$ cat src/rtl/du_report_tx_pkg.sv
// Shared definitions for the debug-unit report transmitter.
// Holds FSM state encodings, word-source encoding, UART frame levels and
// helpers that map a dump word index to its source.
package du_report_tx_pkg;

   // Top-level dump FSM
   localparam int unsigned NB_STATE = 3;
   localparam logic [NB_STATE-1:0] ST_IDLE  = 3'd0;
   localparam logic [NB_STATE-1:0] ST_LOAD  = 3'd1;
   localparam logic [NB_STATE-1:0] ST_FETCH = 3'd2;
   localparam logic [NB_STATE-1:0] ST_SEND  = 3'd3;
   localparam logic [NB_STATE-1:0] ST_WAIT  = 3'd4;
   localparam logic [NB_STATE-1:0] ST_DONE  = 3'd5;

   // Where a dump word comes from
   localparam int unsigned NB_SRC = 2;
   localparam logic [NB_SRC-1:0] SRC_PC     = 2'd0;
   localparam logic [NB_SRC-1:0] SRC_CYCLES = 2'd1;
   localparam logic [NB_SRC-1:0] SRC_REG    = 2'd2;
   localparam logic [NB_SRC-1:0] SRC_MEM    = 2'd3;

   // PC and cycle count precede the register file in the stream
   localparam int unsigned N_FIXED_WORDS = 2;

   // Byte serializer FSM and line levels
   localparam int unsigned NB_UART_STATE = 2;
   localparam logic [NB_UART_STATE-1:0] UART_IDLE  = 2'd0;
   localparam logic [NB_UART_STATE-1:0] UART_START = 2'd1;
   localparam logic [NB_UART_STATE-1:0] UART_DATA  = 2'd2;
   localparam logic [NB_UART_STATE-1:0] UART_STOP  = 2'd3;
   localparam logic UART_START_LEVEL = 1'b0;
   localparam logic UART_STOP_LEVEL  = 1'b1;

   // Number of words in one complete dump
   function automatic int unsigned total_words(input int unsigned n_regs,
                                               input int unsigned n_mem);
      return N_FIXED_WORDS + n_regs + n_mem;
   endfunction

   // Source of the word at position idx in the dump
   function automatic logic [NB_SRC-1:0] word_src(input int unsigned idx,
                                                  input int unsigned n_regs);
      if (idx == 0)                      return SRC_PC;
      if (idx == 1)                      return SRC_CYCLES;
      if (idx < N_FIXED_WORDS + n_regs)  return SRC_REG;
      return SRC_MEM;
   endfunction

endpackage

$ cat src/rtl/du_uart_tx.sv
// Bit-level 8N1 serializer.
// Ports: i_clk, i_reset (async active-low), i_tick (16x baud enable),
//        i_tx_start (byte request pulse), i_data (byte),
//        o_tx (serial line, idle high), o_tx_done (pulse on the tick ending the stop bit).
module du_uart_tx
   import du_report_tx_pkg::*;
#(
   parameter int unsigned NB_BYTE = 8,
   parameter int unsigned SB_TICK = 16
)
(
   input  logic               i_clk,
   input  logic               i_reset,
   input  logic               i_tick,
   input  logic               i_tx_start,
   input  logic [NB_BYTE-1:0] i_data,
   output logic               o_tx,
   output logic               o_tx_done
);

   localparam int unsigned NB_TICK = (SB_TICK > 1) ? $clog2(SB_TICK) : 1;
   localparam int unsigned NB_BIT  = (NB_BYTE > 1) ? $clog2(NB_BYTE) : 1;
   localparam logic [NB_TICK-1:0] TICK_LAST = NB_TICK'(SB_TICK - 1);
   localparam logic [NB_BIT-1:0]  BIT_LAST  = NB_BIT'(NB_BYTE - 1);

   logic [NB_UART_STATE-1:0] state, state_nxt;
   logic [NB_TICK-1:0]       tick_cnt, tick_cnt_nxt;
   logic [NB_BIT-1:0]        bit_cnt, bit_cnt_nxt;
   logic [NB_BYTE-1:0]       shreg, shreg_nxt;
   logic                     pend, pend_nxt;
   logic                     tx_nxt, tx_done_nxt;
   logic                     bit_end;

   // State and output registers
   always_ff @(posedge i_clk or negedge i_reset) begin
      if (!i_reset) begin
         state     <= UART_IDLE;
         tick_cnt  <= '0;
         bit_cnt   <= '0;
         shreg     <= '0;
         pend      <= 1'b0;
         o_tx      <= UART_STOP_LEVEL;
         o_tx_done <= 1'b0;
      end else begin
         state     <= state_nxt;
         tick_cnt  <= tick_cnt_nxt;
         bit_cnt   <= bit_cnt_nxt;
         shreg     <= shreg_nxt;
         pend      <= pend_nxt;
         o_tx      <= tx_nxt;
         o_tx_done <= tx_done_nxt;
      end
   end

   // Next-state logic; everything advances only on a tick, so no tick means a stall
   always_comb begin
      state_nxt    = state;
      tick_cnt_nxt = tick_cnt;
      bit_cnt_nxt  = bit_cnt;
      shreg_nxt    = shreg;
      pend_nxt     = pend;
      tx_nxt       = o_tx;
      tx_done_nxt  = 1'b0;
      bit_end      = i_tick && (tick_cnt == TICK_LAST);

      if ((state != UART_IDLE) && i_tick)
         tick_cnt_nxt = bit_end ? '0 : tick_cnt + NB_TICK'(1);

      case (state)
         UART_IDLE: begin
            // A request waits in pend until the next tick opens the start bit
            if (i_tx_start) begin
               shreg_nxt = i_data;
               pend_nxt  = 1'b1;
            end
            if ((i_tx_start || pend) && i_tick) begin
               state_nxt    = UART_START;
               tx_nxt       = UART_START_LEVEL;
               tick_cnt_nxt = '0;
               pend_nxt     = 1'b0;
            end
         end
         UART_START: begin
            if (bit_end) begin
               state_nxt   = UART_DATA;
               bit_cnt_nxt = '0;
               tx_nxt      = shreg[0];
            end
         end
         UART_DATA: begin
            if (bit_end) begin
               if (bit_cnt == BIT_LAST) begin
                  state_nxt = UART_STOP;
                  tx_nxt    = UART_STOP_LEVEL;
               end else begin
                  bit_cnt_nxt = bit_cnt + NB_BIT'(1);
                  shreg_nxt   = shreg >> 1;
                  tx_nxt      = shreg[1];
               end
            end
         end
         UART_STOP: begin
            if (bit_end) begin
               state_nxt   = UART_IDLE;
               tx_done_nxt = 1'b1;
            end
         end
         default: state_nxt = UART_IDLE;
      endcase
   end

endmodule

$ cat src/rtl/du_report_tx.sv
// Debug-unit report transmitter: on i_start, snapshots PC and cycle count,
// then streams PC, CYCLES, R0..Rn, M0..Mm as MSB-first bytes over 8N1 UART.
// Ports: i_clk, i_reset (async active-low), i_tick (16x baud enable),
//        i_start (dump request), i_pc/i_cycles (snapshot sources),
//        o_reg_addr/i_reg_data and o_mem_addr/i_mem_data (1-cycle sync reads),
//        o_tx (serial line), o_busy (dump in progress), o_done (completion pulse).
module du_report_tx
   import du_report_tx_pkg::*;
#(
   parameter int unsigned NB_DATA     = 32,
   parameter int unsigned NB_BYTE     = 8,
   parameter int unsigned NB_REGISTER = 5,
   parameter int unsigned N_REGISTERS = 32,
   parameter int unsigned NB_MEM_ADDR = 4,
   parameter int unsigned N_MEM_WORDS = 16,
   parameter int unsigned SB_TICK     = 16
)
(
   input  logic                   i_clk,
   input  logic                   i_reset,
   input  logic                   i_tick,
   input  logic                   i_start,
   input  logic [NB_DATA-1:0]     i_pc,
   input  logic [NB_DATA-1:0]     i_cycles,
   output logic [NB_REGISTER-1:0] o_reg_addr,
   input  logic [NB_DATA-1:0]     i_reg_data,
   output logic [NB_MEM_ADDR-1:0] o_mem_addr,
   input  logic [NB_DATA-1:0]     i_mem_data,
   output logic                   o_tx,
   output logic                   o_busy,
   output logic                   o_done
);

   localparam int unsigned N_BYTES     = NB_DATA / NB_BYTE;
   localparam int unsigned NB_BYTE_IDX = (N_BYTES > 1) ? $clog2(N_BYTES) : 1;
   localparam int unsigned N_WORDS     = total_words(N_REGISTERS, N_MEM_WORDS);
   localparam int unsigned NB_WORD_IDX = $clog2(N_WORDS + 1);
   localparam int unsigned MEM_BASE    = N_FIXED_WORDS + N_REGISTERS;

   logic [NB_STATE-1:0]    state, state_nxt;
   logic [NB_WORD_IDX-1:0] word_idx, word_idx_nxt;
   logic [NB_BYTE_IDX-1:0] byte_idx, byte_idx_nxt;
   logic [NB_DATA-1:0]     word_sr, word_sr_nxt;
   logic [NB_DATA-1:0]     pc_snap, pc_snap_nxt;
   logic [NB_DATA-1:0]     cyc_snap, cyc_snap_nxt;
   logic [NB_REGISTER-1:0] reg_addr_nxt;
   logic [NB_MEM_ADDR-1:0] mem_addr_nxt;
   logic                   busy_nxt, done_nxt;
   logic [NB_SRC-1:0]      src, load_src;
   logic                   tx_start_c;
   logic [NB_BYTE-1:0]     tx_byte_c;
   logic                   tx_done;

   assign tx_start_c = (state == ST_SEND);
   assign tx_byte_c  = word_sr[NB_DATA-1 -: NB_BYTE];

   du_uart_tx #(
      .NB_BYTE (NB_BYTE),
      .SB_TICK (SB_TICK)
   ) u_uart_tx (
      .i_clk      (i_clk),
      .i_reset    (i_reset),
      .i_tick     (i_tick),
      .i_tx_start (tx_start_c),
      .i_data     (tx_byte_c),
      .o_tx       (o_tx),
      .o_tx_done  (tx_done)
   );

   // State and output registers
   always_ff @(posedge i_clk or negedge i_reset) begin
      if (!i_reset) begin
         state      <= ST_IDLE;
         word_idx   <= '0;
         byte_idx   <= '0;
         word_sr    <= '0;
         pc_snap    <= '0;
         cyc_snap   <= '0;
         o_reg_addr <= '0;
         o_mem_addr <= '0;
         o_busy     <= 1'b0;
         o_done     <= 1'b0;
      end else begin
         state      <= state_nxt;
         word_idx   <= word_idx_nxt;
         byte_idx   <= byte_idx_nxt;
         word_sr    <= word_sr_nxt;
         pc_snap    <= pc_snap_nxt;
         cyc_snap   <= cyc_snap_nxt;
         o_reg_addr <= reg_addr_nxt;
         o_mem_addr <= mem_addr_nxt;
         o_busy     <= busy_nxt;
         o_done     <= done_nxt;
      end
   end

   // Dump sequencing and registered-output next values
   always_comb begin
      state_nxt    = state;
      word_idx_nxt = word_idx;
      byte_idx_nxt = byte_idx;
      word_sr_nxt  = word_sr;
      pc_snap_nxt  = pc_snap;
      cyc_snap_nxt = cyc_snap;
      reg_addr_nxt = o_reg_addr;
      mem_addr_nxt = o_mem_addr;
      src          = word_src(32'(word_idx), N_REGISTERS);

      case (state)
         ST_IDLE: begin
            if (i_start) begin
               pc_snap_nxt  = i_pc;
               cyc_snap_nxt = i_cycles;
               word_idx_nxt = '0;
               byte_idx_nxt = '0;
               state_nxt    = ST_LOAD;
            end
         end
         ST_LOAD: begin
            case (src)
               SRC_PC: begin
                  word_sr_nxt = pc_snap;
                  state_nxt   = ST_SEND;
               end
               SRC_CYCLES: begin
                  word_sr_nxt = cyc_snap;
                  state_nxt   = ST_SEND;
               end
               default: state_nxt = ST_FETCH;
            endcase
         end
         ST_FETCH: begin
            word_sr_nxt = (src == SRC_REG) ? i_reg_data : i_mem_data;
            state_nxt   = ST_SEND;
         end
         ST_SEND: state_nxt = ST_WAIT;
         ST_WAIT: begin
            if (tx_done) begin
               word_sr_nxt = word_sr << NB_BYTE;
               if (byte_idx == NB_BYTE_IDX'(N_BYTES - 1)) begin
                  byte_idx_nxt = '0;
                  word_idx_nxt = word_idx + NB_WORD_IDX'(1);
                  state_nxt    = (word_idx_nxt == NB_WORD_IDX'(N_WORDS)) ? ST_DONE : ST_LOAD;
               end else begin
                  byte_idx_nxt = byte_idx + NB_BYTE_IDX'(1);
                  state_nxt    = ST_SEND;
               end
            end
         end
         ST_DONE: state_nxt = ST_IDLE;
         default: state_nxt = ST_IDLE;
      endcase

      // Address is launched as LOAD is entered so the 1-cycle read data is
      // already valid when FETCH ends and captures it.
      load_src = word_src(32'(word_idx_nxt), N_REGISTERS);
      if (state_nxt == ST_LOAD) begin
         case (load_src)
            SRC_REG: reg_addr_nxt = NB_REGISTER'(32'(word_idx_nxt) - N_FIXED_WORDS);
            SRC_MEM: mem_addr_nxt = NB_MEM_ADDR'(32'(word_idx_nxt) - MEM_BASE);
            default: ;
         endcase
      end

      busy_nxt = (state_nxt != ST_IDLE) && (state_nxt != ST_DONE);
      done_nxt = (state_nxt == ST_DONE);
   end

endmodule

$ cat config.mk
export PLATFORM = sky130hd
export DESIGN_NAME = du_report_tx
export DESIGN_NICKNAME = d
export VERILOG_FILES = /design/src/rtl/du_report_tx_pkg.sv /design/src/rtl/du_uart_tx.sv /design/src/rtl/du_report_tx.sv
export SDC_FILE = /design/constraint.sdc
export NUM_CORES = 1
export LEC_CHECK = 0
export CAP_MARGIN = 0
export CORE_ASPECT_RATIO = 2
export CORE_MARGIN = 3
export CORE_UTILIZATION = 58
export DETAILED_ROUTE_END_ITERATION = 16
export DONT_BUFFER_PORTS = 1
export GPL_ROUTABILITY_DRIVEN = 0
export PLACE_DENSITY_LB_ADDON = 0.2
export REMOVE_ABC_BUFFERS = 1
export SKIP_LAST_GASP = 1
export SLEW_MARGIN = 0
export SYNTH_ARGS = -nofsm -noshare
export SYNTH_HDL_FRONTEND = slang
export SYNTH_SLANG_ARGS = --single-unit
$ cat constraint.sdc
create_clock -name i_clk -period 2.6 [get_ports i_clk]
set_clock_uncertainty 0.2 [all_clocks]
set_input_delay 0.78 -clock i_clk [delete_from_list [all_inputs] [get_ports i_clk]]
set_output_delay 0.78 -clock i_clk [all_outputs]
set_load 0.005 [all_outputs]
### Word-level counts from Yosys, hierarchy flattened

Index checks and enable logic that the tools add are counted.

| word-level totals | value |
|---|---|
| bits in registers | 138 |
| bits of input ports | 132 |
| output and inout bits | 12 |
| word-level logic and storage cells | 153 |

| cells by class | value |
|---|---|
| add/subtract/negate cells | 6 |
| order comparisons | 2 |
| equal/unequal tests | 30 |
| mux-type cells | 69 |
| reductions and logical operators | 29 |

Operator list:

| cell | count |
|---|---|
| one-hot mux 32 bit (3 select lines) | 1 |
| 2-to-1 mux 32 bit | 2 |
| one-hot mux 32 bit (2 select lines) | 1 |
| 2-to-1 mux 2 bit | 20 |
| 2-to-1 mux 8 bit | 3 |
| 2-to-1 mux 1 bit | 21 |
| 2-to-1 mux 3 bit | 7 |
| 2-to-1 mux 6 bit | 3 |
| 2-to-1 mux 4 bit | 4 |
| one-hot mux 8 bit (2 select lines) | 1 |
| one-hot mux 3 bit (5 select lines) | 1 |
| != test 2 x 1 -> 1 bit, second input constant | 7 |
| equality test 2 bit, second input constant | 6 |
| equality test 6 x 1 -> 1 bit, second input constant | 2 |
| logical NOT 6 bit | 2 |
| < comparator 6 bit, second input constant | 2 |
| one-hot mux 6 bit (2 select lines) | 1 |
| AND reduction 4 bit | 3 |
| nonzero test 2 bit | 5 |
| equality test 3 bit, second input constant | 3 |
| nonzero test 3 bit | 3 |
| one-hot mux 2 bit (4 select lines) | 1 |
| AND reduction 2 bit | 4 |
| adder 6 x 1 -> 6 bit, second input constant | 1 |
| 22 further kinds | 32 |

### Depth between registers and ports, before layout

Gate-level depths: netlist of the first run.

| logic depth | value |
|---|---|
| depth in word-level cells | 14 |
| mapped depth | 9 |
| depth with buffers taken out | 8 |

### By module

A second synthesis of the first run with hierarchy kept.

| unflattened totals | value |
|---|---|
| cells, all modules | 792 |
| area, all modules | 7,163.1 um^2 |

Modules (own cells, without submodules):

| module | instances | cells each | area an instance (um^2) | seq. area each (um^2) |
|---|---|---|---|---|
| du_report_tx | 1 | 671 | 5,933.2 | 2,952.8 |
| du_uart_tx | 1 | 121 | 1,229.9 | 501.7 |

### Least setup slack after synthesis of the first run

Ideal clock, no wire load.

| timing path | value |
|---|---|
| path type | input to register |
| start point | input i_start |
| end point | register o_reg_addr[0] |
| setup time | 128 ps |
| arrival time | 2,435 ps |
| required time | 2,272 ps |
| setup slack | -163 ps |
| stages on the path | 7 |
| buffers on the path | 1 |
| path through | or4b_1 > buf_2 > o211ai_2 > nand3_2 > or3_4 > a21oi_4 > mux2_1 |

| between the ends | value |
|---|---|
| cells in the longest elaborated chain, start to end | 11 |
| elaborated cells between the ends (all ways) | 22 |
| those cells by class | add/sub: 1; order compare: 1; eq/ne: 3; mux: 15; reduce/logical: 2 |

RTL lines:

| element | line | source |
|---|---|---|
| from (decl) | du_report_tx.sv:22 | `input logic i_start,` |
| 2-to-1 mux 6 bit | du_report_tx.sv:111 | `if (i_start) begin` |
| one-hot mux 6 bit (2 select lines) | du_report_tx.sv:109 | `case (state)` |
| < comparator 6 bit | du_report_tx_pkg.sv:45 | `if (idx < N_FIXED_WORDS + n_regs) return SRC_REG;` |
| 2-to-1 mux 1 bit (2 in series) | du_report_tx_pkg.sv:45 |  |
| 2-to-1 mux 1 bit | du_report_tx_pkg.sv:44 | `if (idx == 1) return SRC_CYCLES;` |
| 2-to-1 mux 2 bit | du_report_tx_pkg.sv:46 | `return SRC_MEM;` |
| 2-to-1 mux 2 bit | du_report_tx_pkg.sv:45 |  |
| 2-to-1 mux 2 bit | du_report_tx_pkg.sv:44 |  |
| equality test 2 bit | du_report_tx.sv:158 | `case (load_src)` |
| AND reduction 2 bit (no line) | -- |  |
| to (signal assigned) | du_report_tx.sv:90 | `o_reg_addr <= reg_addr_nxt;` |
| to (decl) | du_report_tx.sv:25 | `output logic [NB_REGISTER-1:0] o_reg_addr,` |

Parallel ways exist; a longest one is shown, timed or not. The select of a mux whose other input is x is not followed.
A chain may end at the register's enable or synchronous reset.

### Worst setup path after layout of the first run

| timing path | value |
|---|---|
| start point | register state[1] |
| end point | register o_reg_addr[0] |

| between the ends | value |
|---|---|
| cells in the longest elaborated chain, start to end | 11 |
| elaborated cells between the ends (all ways) | 27 |
| those cells by class | add/sub: 1; order compare: 1; eq/ne: 7; mux: 15; reduce/logical: 3 |

RTL lines:

| element | line | source |
|---|---|---|
| from (decl) | du_report_tx.sv:40 | `logic [NB_STATE-1:0] state, state_nxt;` |
| from (signal assigned) | du_report_tx.sv:84 | `state <= state_nxt;` |
| equality test 3 bit or logical NOT 3 bit (tied branches) | du_report_tx.sv:109 |  |
| one-hot mux 6 bit (2 select lines) | du_report_tx.sv:109 |  |
| < comparator 6 bit | du_report_tx_pkg.sv:45 |  |
| 2-to-1 mux 1 bit (2 in series) | du_report_tx_pkg.sv:45 |  |
| 2-to-1 mux 1 bit | du_report_tx_pkg.sv:44 |  |
| 2-to-1 mux 2 bit | du_report_tx_pkg.sv:46 |  |
| 2-to-1 mux 2 bit | du_report_tx_pkg.sv:45 |  |
| 2-to-1 mux 2 bit | du_report_tx_pkg.sv:44 |  |
| equality test 2 bit | du_report_tx.sv:158 |  |
| AND reduction 2 bit (no line) | -- |  |

Parallel ways exist; a longest one is shown, timed or not. The select of a mux whose other input is x is not followed.

==> results_dict.tcl, run 1 <==
set metrics [dict create \
    drtIter0Drc 298 \
    antenna_found_initial 0 \
    row_count 56 \
    synth-compound-area-share 0.103 \
    synth.top_cell.area_share 0.487 \
    place_ws_ns -0.379 \
    worst_slew_pin_slew_ns 0.963 \
    nets 882 \
    rsz0062_at_grt "yes" \
    critPathLaunchType "flop" \
    crit_path_end_kind "flop" \
    synthMuxAreaShare 0.168 \
    start_util 0.598 \
    min_period_over_period 0.993 \
    cts_sinks 138 \
    grt_max_degree 139 \
    routed_wl_um 17000 \
    setup_viol 0 \
    cts.root.buffer_cell "clkbuf_16" \
    async_flop_share 1.00 \
    maxCapViolCount 0 \
    vias_per_cell 5.98 \
    grt-ovfl-total 0 \
    die_width_um 83.9 \
    area_delta_synth_final_pct 15.3 \
    cts_buffer_depth 2 \
    total_power_mw 10.4 \
    ys_warn_count 0 \
    synthXorXnorAreaFrac 0.00622 \
    synth_seq_area_share 0.491 \
    n_antenna_cell 0 \
    cts_max_level 4 \
    postLayoutSetupSlackWorst_ns 0.0191 \
    synth-main-ff-cell "dfrtp_1" \
    via_count 5354 \
    relSlewSlack 0.355 \
    hold_ws_ns -0.141 \
    max_freq_mhz 387 \
    yosys.area_share.simple 0.178 \
    grt_pass1_wl_um 27100 \
    synth_fa_ha_area_frac 0.0213 \
    drv_slew 0 \
    cp_max_fo 4 \
    power_leakage_nw 4.12 \
    grtUsageMet3 0.0442 \
    synth.avg_cell_area_um2 9.72 \
    grt.busiest_layer "met2" \
    netlist_top_cells_area "dfrtp_1 49%, nand2_1 13%, mux2i_1 10%, mux2_2 5.3%, o221ai_1 3.0%" \
    grtUsageTotal 0.252 \
    die_h_um 162 \
    synthDistinctLibCells 61 \
    mostFrequentLayoutCells "243 x nand2_1, 134 x dfrtp_1, 73 x mux2i_1" \
    dieArea_um2 13600 \
    cp_data_arrival_time_ns 2.68 \
    post_drt_wl_per_cell_um 18.9 \
    final_common_cell "nand2_1" \
    drcViolationCount 0 \
    hp-class "input port to asynchronous set/reset pin" \
    syn_inst 724 \
    worstPathRequired_ns 2.70 \
    synth-seq-cells 138 \
    portBuffers 0 \
    final_layout_size_suffix_gt1_frac 0.173 \
    top_level_ports 144 \
    clock_latency_ns 0.41 \
    violations "negative hold slack" \
    vdd_drop_max_uv 845 \
    dp.final_hpwl_um 11400 \
    status "finished with violations" \
    coreArea_um2 11800 \
    hold_viol 137 \
    finalCriticalPeriod_ns 2.58 \
    yosysTopAreaCell "dfrtp_1" \
    grt_pass1_vias 5618 \
    ant_nets 0 \
    path_class "flop to flop" \
    cts_tree "done" \
    use_met2 0.467 \
    clk_pin_slew_worst_paths_ns 0.06 \
    utilization 0.690 \
    met1_usage 0.283 \
    syn_area_um2 7040 \
    drtPass1Iterations 6 \
    synth_top_family_by_area "simple AND/OR/NAND/NOR gates" \
    synth-edff-count 0 \
    cts_buffers 17 \
    power_density_nw_per_um2 1280 \
]
## report_power, final
part | internal [mW] | switching (mW)
registers | 3.10 | 0.582
clock network | 1.61 | 0.932
logic | 1.98 | 2.19
total | 6.69 | 3.70
## final timing paths
check                                start              to  slack (ns)  depth (start not counted)
worst min-delay path               i_reset   o_reg_addr[4]       -0.14                          0
worst max-delay path              state[1]   o_reg_addr[0]        0.02                          7
max in group asynchronous          i_reset  u_uart_tx.o_tx        2.03                          0
min in group i_clk                  i_tick  u_uart_tx.pend        0.26                          1
worst max register to register    state[1]   o_reg_addr[0]        0.02                          7
worst min register to register  pc_snap[2]      pc_snap[2]        0.27                          2
## worst max-delay path, stage by stage (launching register included)
cell and delay [ns]:
dfrtp_1 0.41, buf_4 0.16, or4b_4 0.53, o211ai_2 0.12, nand3_2 0.10, or3_4 0.41
a21oi_4 0.20, mux2_4 0.33
## flip-flops by register name, summed over array words and instances (netlist names)
signal / flops
byte_idx: 2
cyc_snap: 32
o_busy: 1
o_done: 1
o_mem_addr: 4
o_reg_addr: 5
pc_snap: 32
state: 3
u_uart_tx.bit_cnt: 3
u_uart_tx.o_tx: 1
u_uart_tx.o_tx_done: 1
u_uart_tx.pend: 1
u_uart_tx.shreg: 8
u_uart_tx.state: 2
u_uart_tx.tick_cnt: 4
word_idx: 6
word_sr: 32
## final cells by class
class                   count  area (um2)
flip-flops and latches    138        3460
inverters                  11        41.3
clock buffers              18         429
multi-input cells         529        3420
repair buffers             41         390
clock inverters            13         195
well taps                 145         181
fillers                   922        3650
## kinds of logic (layout without fill, tap and decap cells)
group	Yosys count	in the layout
buffers and inverters	57	83
DFF	138	138
and+or+nand+nor	299	299
xor gates and xnor gates	5	5
AOI/OAI and AO/OA	100	100
adders and majority gates	12	12
muxes	113	113
## metal layers
metal,wire length [um],vias to the layer above
li1,-,2528
met3,776,41
met1,6340,2606
met5,0,-
met4,429,0
met2,9410,179
## metrics by stage
step | setup TNS [ns] | instances | area [um2]
2_1_floorplan | -159.94 | 678 | 6850
3_3_place_gp | -1.63 | 858 | 7390
4_1_cts | 0 | 889 | 8030
3_5_place_dp | -2.01 | 858 | 7390
6_report | 0 | 895 | 8120
5_1_grt | -0.761 | 895 | 8120
## cells in the mapped netlist, types with 2 or more instances
cell type / instances
nand2_1: 244
dfrtp_1: 137
mux2i_1: 73
mux2_2: 33
clkbuf_1: 29
o221ai_1: 24
o21ai_1: 18
buf_2: 16
ha_1: 12
nor2_1: 12
a21oi_1: 10
inv_1: 10
o21ai_0: 9
nand3_1: 8
o22ai_1: 8
mux2_1: 7
nor3_1: 5
o211ai_1: 4
or3_1: 4
a22o_1: 3
and2_1: 3
nand2b_1: 3
nor2b_1: 3
xor2_1: 3
a211oi_1: 2
a31oi_1: 2
and4_1: 2
nand4_1: 2
o2111ai_1: 2
o211ai_2: 2
o31ai_1: 2
o32a_1: 2
xnor2_1: 2
## repair_timing
item | 4_1_cts | 5_1_grt
endpoints found under the hold margin | 137 | 137
setup endpoints to repair | 7 | 10
pin swaps | 1 | 6
setup buffers | 0 | 6
resized for setup | 5 | 11
No activity file was read; power rests on OpenSTA's default activity.
==> run 2: changes to the inputs <==
--- a/config.mk
+++ b/config.mk
@@ -8,12 +8,13 @@
 export CAP_MARGIN = 0
 export CORE_ASPECT_RATIO = 2
 export CORE_MARGIN = 3
-export CORE_UTILIZATION = 58
+export CORE_UTILIZATION = 35
 export DETAILED_ROUTE_END_ITERATION = 16
 export DONT_BUFFER_PORTS = 1
 export GPL_ROUTABILITY_DRIVEN = 0
 export PLACE_DENSITY_LB_ADDON = 0.2
 export REMOVE_ABC_BUFFERS = 1
+export SETUP_SLACK_MARGIN = 0.3
 export SKIP_LAST_GASP = 1
 export SLEW_MARGIN = 0
 export SYNTH_ARGS = -nofsm -noshare
==> run 2 against run 1 <==
Effect of this change:
- the flow still finishes with violations (negative hold slack)
- count of clock-buffer cells in the layout increased by 7
- non-clock buffer count increased by 9
- sequential cell count unchanged
- fmax increased by 2.6%
- combinational power increased by 4%
==> results_dict.tcl, run 2 (same netlist as run 1, synthesis figures left out) <==
set metrics [dict create \
    grt_pass1_wl_um 29100 \
    worstPathRequired_ns 2.70 \
    maxCapViolCount 0 \
    grtUsageTotal 0.168 \
    cts_tree "done" \
    ant_nets 0 \
    portBuffers 0 \
    cts_buffers 17 \
    n_antenna_cell 0 \
    power.internal_mw 6.69 \
    wirelength_met1_um 6780 \
    hold_viol 137 \
    nets 891 \
    path_class "flop to flop" \
    wl_met3_um 597 \
    clk_pin_slew_worst_paths_ns 0.06 \
    grt_max_degree 139 \
    antenna_found_initial 0 \
    vdd_drop_max_uv 822 \
    min_period_over_period 0.968 \
    drv_slew 0 \
    wl_met2_um 10100 \
    mostFrequentLayoutCells "243 x nand2_1, 134 x dfrtp_1, 71 x mux2i_1" \
    reg_top3 "cyc_snap (32), pc_snap (32), word_sr (32)" \
    vias_per_cell 5.24 \
    p_seq_frac 0.352 \
    status "finished with violations" \
    critPathLaunchType "flop" \
    die_h_um 207 \
    setup_tns_ns 0 \
    grt-ovfl-total 0 \
    cts_buffer_depth 2 \
    fin_cells 1019 \
    switching_share 0.354 \
    coreArea_um2 19500 \
    cts.root.buffer_cell "clkbuf_16" \
    power_switching_mw 3.67 \
    start_util 0.360 \
    crit_path_end_kind "flop" \
    rsz0062_at_grt "yes" \
    relSlewSlack 0.669 \
    dp.final_hpwl_um 12500 \
    worst_slew_pin_slew_ns 0.497 \
    hp-class "input port to asynchronous set/reset pin" \
    setup_viol 0 \
    top_level_ports 144 \
    power_leakage_nw 4.17 \
    pwr-share-clk 0.230 \
    postLayoutSetupSlackWorst_ns 0.0834 \
    area_delta_synth_final_pct 18.5 \
    row_count 72 \
    clock_latency_ns 0.41 \
    via_count 5337 \
    post_drt_wl_per_cell_um 17.5 \
    drtIter0Drc 218 \
    pwr-share-comb 0.418 \
    rr_startpoint "word_idx[2]" \
    cp_max_fo 11 \
    power_density_nw_per_um2 1240 \
    total_power_mw 10.4 \
    drtPass1Iterations 4 \
    place_ws_ns -0.390 \
    routed_wl_um 17800 \
    die_width_um 106 \
    drcViolationCount 0 \
    finalCriticalPeriod_ns 2.52 \
    final_layout_size_suffix_gt1_frac 0.195 \
    violations "negative hold slack" \
    cts_sinks 138 \
    grt_pass1_vias 5798 \
    max_freq_mhz 397 \
    cts_max_level 4 \
    hold_ws_ns -0.135 \
    dp_cells 981 \
    final_common_cell "nand2_1" \
    cp-startpoint "word_idx[2]" \
    top_layer "met4" \
    cp_data_arrival_time_ns 2.61 \
    dieArea_um2 22000 \
]
run 2: cell types whose count changed in the layout (fill, tap and decap cells not counted), moves of 3 or more:
cell,change
clkinv_2,+3
clkinv_4,-4
clkbuf_1,+4
clkbuf_8,+3
buf_4,+6
run 2: timing repair:
item | 4_1_cts | 5_1_grt
endpoints found under the setup margin | 41 | 41
pin swaps | 7 | 0
buffers inserted | 4 | 2
hold endpoints to repair | 137 | 137
gates resized for setup | 27 | 5
run 2: worst paths after layout:
path	slack [ns]	to	cells after the start
setup reg to reg	0.08	o_reg_addr[1]	7
min in group i_clk	0.25	u_uart_tx.pend	1
hold / removal	-0.13	cyc_snap[7]	0
max in group asynchronous	2.06	u_uart_tx.o_tx	0
hold reg to reg	0.27	u_uart_tx.shreg[7]	2
setup / recovery	0.08	o_reg_addr[1]	7
run 2: cell type report:
type	instances	area, um2
Fill cell	1926	11200
Multi-Input combinational cell	529	3470
Sequential cell	138	3460
Clock buffer	25	485
Timing Repair Buffer	50	473
Tap cell	259	324
Clock inverter	7	90.1
Inverter	11	41.3
run 2: per-layer routing:
layer / vias up / global-route usage
met5: - / 0
met1: 2655 / 0.185
li1: 2552 / -
met2: 110 / 0.314
met3: 20 / 0.0268
met4: 0 / 0.0723
run 2: worst max-delay path: stages, from the launching register on:
cell and delay [ns]:
dfrtp_1 0.37, buf_4 0.19, and4_2 0.30, a41oi_2 0.13
a41o_1 0.27, or3_4 0.39, a21oi_4 0.22, mux2_4 0.33
run 2: metrics by stage:
stage	instance area (um2)	utilization
6_report	8340	0.427
5_1_grt	8340	0.427
4_1_cts	8310	0.425
3_5_place_dp	7600	0.389
3_3_place_gp	7600	0.389
2_1_floorplan	6850	-
run 2: power by group through the flow:
stage                     clock, mW  sequential (mW)  combinational (mW)
after CTS                      2.44             3.65                4.37
after detailed placement          0             3.67                4.24
after global routing           2.53             3.77                4.82
after floorplan                   0             3.55                2.92
final                          2.38             3.65                4.33
after global placement            0             3.63                4.13
